==> config.mk <==
export PLATFORM = sky130hd
export DESIGN_NAME = hazard_detection_unit
export DESIGN_NICKNAME = d
export VERILOG_FILES = /design/src/rtl/hazard_detection_unit.sv
export SDC_FILE = /design/constraint.sdc
export NUM_CORES = 1
export LEC_CHECK = 0
export CAP_MARGIN = 20
export CELL_PAD_IN_SITES_DETAIL_PLACEMENT = 0
export CELL_PAD_IN_SITES_GLOBAL_PLACEMENT = 2
export CORE_MARGIN = 8
export CORE_UTILIZATION = 27
export CTS_BUF_LIST = sky130_fd_sc_hd__clkbuf_2
export DETAILED_ROUTE_END_ITERATION = 8
export PLACE_DENSITY_LB_ADDON = 0.1
export SLEW_MARGIN = 40
export SYNTH_ARGS = -nofsm -noshare
export SYNTH_HDL_FRONTEND = slang
export SYNTH_SLANG_ARGS = --single-unit
==> constraint.sdc <==
create_clock -name clk -period 5.2 [get_ports clk]
set_input_delay 1.56 -clock clk [delete_from_list [all_inputs] [get_ports clk]]
set_output_delay 1.56 -clock clk [all_outputs]
set_load 0.005 [all_outputs]
==> src/rtl/hazard_detection_unit.sv <==
// Hazard detection unit for the 5-stage MIPS pipeline, IF/ID boundary.
// Catches hazards that EX-stage forwarding cannot cover (load-use, and ID-stage
// branch operands still in flight). It stalls PC and IF/ID, bubbles ID/EX,
// flushes IF/ID on taken branches and jumps, and counts stalls and flushes.
module hazard_detection_unit #(
  parameter int CNT_W = 16
) (
  input  logic             clk,
  input  logic             rst,
  input  logic [4:0]       IF_ID_Rs,
  input  logic [4:0]       IF_ID_Rt,
  input  logic             ID_UsesRt,
  input  logic             ID_Branch,
  input  logic             ID_Taken,
  input  logic             ID_EX_MemRead,
  input  logic             ID_EX_RegWrite,
  input  logic [4:0]       ID_EX_Rd,
  input  logic             EX_MEM_MemRead,
  input  logic [4:0]       EX_MEM_Rd,
  output logic             PC_Write,
  output logic             IF_ID_Write,
  output logic             ID_EX_Bubble,
  output logic             IF_ID_Flush,
  output logic [CNT_W-1:0] stall_cycles,
  output logic [CNT_W-1:0] flush_count
);

  typedef enum logic {
    RUN  = 1'b0,
    HOLD = 1'b1
  } state_t;

  state_t     state_q, state_d;
  // Remaining HOLD cycles, including the one currently in progress.
  logic [1:0] cnt_q, cnt_d;

  logic match_e, match_m;
  logic haz_1, haz_2;

  // Register-match and hazard classification; $0 never matches.
  always_comb begin
    match_e = (ID_EX_Rd != 5'd0) &&
              ((ID_EX_Rd == IF_ID_Rs) || (ID_UsesRt && (ID_EX_Rd == IF_ID_Rt)));
    match_m = (EX_MEM_Rd != 5'd0) &&
              ((EX_MEM_Rd == IF_ID_Rs) || (ID_UsesRt && (EX_MEM_Rd == IF_ID_Rt)));
    // A branch waiting on a load in EX needs two cycles: one for the load
    // to reach MEM and one more for the data to come back.
    haz_2 = ID_Branch && ID_EX_MemRead && match_e;
    haz_1 = !haz_2 &&
            ((ID_EX_MemRead && match_e && !ID_Branch) ||
             (ID_Branch && ID_EX_RegWrite && !ID_EX_MemRead && match_e) ||
             (ID_Branch && EX_MEM_MemRead && match_m));
  end

  // Next-state logic: RUN re-evaluates every cycle, HOLD counts down.
  always_comb begin
    // NOTE: every variable gets a default first so no path leaves it
    // unassigned; a missed path in always_comb would infer a latch.
    state_d = state_q;
    cnt_d   = cnt_q;
    unique case (state_q)
      RUN: begin
        if (haz_2) begin
          state_d = HOLD;
          cnt_d   = 2'd1;
        end
      end
      HOLD: begin
        if (cnt_q <= 2'd1) begin
          state_d = RUN;
          cnt_d   = 2'd0;
        end else begin
          cnt_d = cnt_q - 2'd1;
        end
      end
      default: begin
        state_d = RUN;
        cnt_d   = 2'd0;
      end
    endcase
  end

  // Output logic: Mealy in RUN, state-only in HOLD, forced benign under reset.
  always_comb begin
    PC_Write     = 1'b1;
    IF_ID_Write  = 1'b1;
    ID_EX_Bubble = 1'b0;
    IF_ID_Flush  = 1'b0;
    if (!rst) begin
      unique case (state_q)
        RUN: begin
          if (haz_1 || haz_2) begin
            // The branch is unresolved while stalled, so ID_Taken is ignored.
            PC_Write     = 1'b0;
            IF_ID_Write  = 1'b0;
            ID_EX_Bubble = 1'b1;
          end else begin
            IF_ID_Flush = ID_Taken;
          end
        end
        HOLD: begin
          PC_Write     = 1'b0;
          IF_ID_Write  = 1'b0;
          ID_EX_Bubble = 1'b1;
        end
        default: ;
      endcase
    end
  end

  // State register; reset abandons any stall in progress.
  always_ff @(posedge clk) begin
    // NOTE: sequential state uses non-blocking assignments so every register
    // samples its inputs from before the edge, independent of statement order.
    if (rst) begin
      state_q <= RUN;
      cnt_q   <= 2'd0;
    end else begin
      state_q <= state_d;
      cnt_q   <= cnt_d;
    end
  end

  // Saturating performance counters for stall cycles and flushes.
  always_ff @(posedge clk) begin
    if (rst) begin
      stall_cycles <= '0;
      flush_count  <= '0;
    end else begin
      if (!PC_Write && (stall_cycles != '1))
        stall_cycles <= stall_cycles + CNT_W'(1);
      if (IF_ID_Flush && (flush_count != '1))
        flush_count <= flush_count + CNT_W'(1);
    end
  end

endmodule

==> metrics.yaml <==
path_class: "in2out"
power_density_mw_per_mm2: 166
cts_root_buffer: "clkbuf_2"
grt_pass1_vias: 2006
start_kind: "input port"
cts_made_buffers: 5
design_area_sq_mm: 0.00294
vias_per_cell: 4.70
slew_viol_final: 0
io_buffers: 63
fp-row-count: 31
top_layer_used: "met4"
syn-num-nets: 270
synth_edf_count: 0
yosys_warnings: 0
fin_crit_sh_pct: 96.9
tightest_slew_ns: 0.675
io_pins: 64
finalHoldViolations: 0
vias: 1955
routedWlPerCell_um: 14.2
wirelength_um: 5920
status: "finished, final reports clean"
fin_nets: 346
drv_cap: 0
drt_iter0_drc: 53
clk_pin_slew_ns: 0.22
htreeDepth: 2
cp_max_fo: 3
fp.dieH_um: 103
yosys_register_bits: 35
overflow: 0
synth_cell_type_count: 44
clock-sinks: 35
wl_met2_um: 2630
grt_usage_pct: 11.3
synth_area_sq_mm: 0.00204
rsz0062_at_grt: "false"
area_growth_pct: 43.9
clock_latency_ns: 0.39
synth_async_sr_flop_share_pct: 0
gp_congestion: 0.771
final_cells: 416
p_total_w: 0.000489
synth-main-ff-cell: "dfxtp_1"
wl_met1_um: 2860
coreArea_sq_mm: 0.00729
end_kind: "output port"
drive_above_1_share_pct: 12.0
drc: 0
cts_setup_buffers: 0
antenna_found_initial: 0
antennaDiodeCount: 0
die-area_sq_mm: 0.0106
dr_wl_met3_um: 363
syn_area_per_cell_sq_um: 8.52
cts_tree: "yes"
grt_max_degree: 25
dp_cells: 408
peakVddDrop_v: 0.0000967
required_ns: 3.64
clock_path_buffers: 2
dpl-instance-area_sq_mm: 0.00287
first_pass_iters: 4
die_w_um: 103
power.leakage_nw: 1.16
cp.arrival_ns: 3.48
max_freq_ghz: 0.198
finClkSkew_ns: 0.0328
setup_tns_ns: 0
syn-instance-count: 240
yosysSeqAreaShare_pct: 34.3
slew_headroom_pct: 54.7
whs_ns: 0.503
hold_class: "reg2reg"
ant_nets: 0
grt_pass1_wl_um: 9570
fin_crit_ns: 5.04
initial_utilization_pct: 28.0
finalSetupViolCount: 0
dpl.hpwl_um: 4460
## cells in the final DEF, fill, tap and decap left out, types with 3 or more instances in the layout
| master | instances |
|---|---|
| mux2i_1 | 3 |
| inv_1 | 4 |
| dlymetal6s2s_1 | 10 |
| xnor2_1 | 22 |
| xor2_1 | 9 |
| nor2_1 | 24 |
| and2_1 | 4 |
| clkdlybuf4s50_1 | 43 |
| dlygate4sd2_1 | 10 |
| a21oi_1 | 11 |
| and3_1 | 16 |
| dfxtp_1 | 35 |
| nand4_1 | 10 |
| nand2_1 | 17 |
| mux2_2 | 7 |
| nand3_1 | 17 |
| buf_4 | 14 |
| o21ai_0 | 4 |
| nor2b_1 | 10 |
| nor3_1 | 5 |
| or3_1 | 4 |
| clkbuf_2 | 5 |
## repair_timing
action	in CTS	in global routing
endpoints found under the setup margin	4	3
pin swaps	3	3
hold buffers	0	0
resized for setup	12	12
## critical path: stages
cell             delay (ns)
dlygate4sd2_1          0.27
buf_4                  0.15
xnor2_1                0.14
nand4_1                0.15
o32ai_4                0.16
nand3_4                0.10
and2_1                 0.17
or2_4                  0.24
inv_1                  0.05
clkdlybuf4s50_1        0.49
## metrics by stage
step	util [%]	worst slack, ns
after detailed placement	39.3	-0.195
after global placement	39.3	-0.163
after global routing	40.4	0.0444
final	40.4	0.161
after CTS	39.8	0.00492
after floorplan	-	0.567
## cell type report
type | count | area [sq um]
clock buffers | 5 | 25.0
clock inverters | 3 | 20.0
fillers | 797 | 4350
inverters | 4 | 15.0
multi-input cells | 193 | 1310
flip-flops and latches | 35 | 701
well taps | 99 | 124
repair buffers | 77 | 748
## sequential cells by signal (all words and copies together) (netlist names)
| name | count |
|---|---|
| cnt_q | 2 |
| flush_count | 16 |
| stall_cycles | 16 |
| state_q | 1 |
## final timing paths
check / cells after the start / slack, ns / startpoint / to
worst min register to register: 1 / 0.50 / cnt_q[1] / cnt_q[1]
worst max register to register: 8 / 2.65 / flush_count[0] / flush_count[9]
worst max-delay path: 10 / 0.16 / ID_EX_Rd[4] / ID_EX_Bubble
worst min-delay path: 1 / 0.50 / cnt_q[1] / cnt_q[1]
## where the power goes
| group | internal [W] | total, W | leakage (nW) | switching [W] |
|---|---|---|---|---|
| Clock | 0.0000323 | 0.000132 | 0.0266 | 0.000100 |
| Combinational | 0.0000442 | 0.0000831 | 0.847 | 0.0000390 |
| Sequential | 0.000271 | 0.000273 | 0.282 | 0.00000212 |
## per-layer routing
metal | track usage [%] | vias to the layer above
met3 | 3.31 | 7
met2 | 18.3 | 41
met4 | 3.78 | 0
met5 | 0 | -
li1 | - | 1010
met1 | 13.9 | 897
## Yosys cell counts (all sizes together) (2+ instances only)
cell type	n	area [sq um]
a2111oi	2	17.5
a21o	2	15.0
a21oi	12	63.8
a41oi	2	25.0
and2	4	25.0
and3	16	100
and4	2	17.5
buf	2	11.3
clkbuf	6	23.8
dfxtp	35	701
ha	2	25.0
inv	4	15.0
mux2	7	78.8
mux2i	3	30.0
nand2	17	63.8
nand3	18	103
nand4	10	62.6
nor2	24	90.1
nor2b	10	62.6
nor3	5	25.0
nor3b	2	15.0
nor4	2	12.5
o21ai	4	20.0
or2	2	12.5
or3	4	25.0
xnor2	23	201
xor2	9	78.8
## kinds of logic (layout without fill, tap and decap cells)
family          Yosys count  in the layout  share of synthesized area [%]
mux                      10             10                           5.32
compound gates           30             30                           11.8
xor+xnor                 32             32                           13.7
fa+ha+maj                 2              2                           1.22
flops                    35             35                           34.3
buf+inv                  12             89                           2.45
simple gates            119            119                           31.3
(Power assumes the default switching activity.)
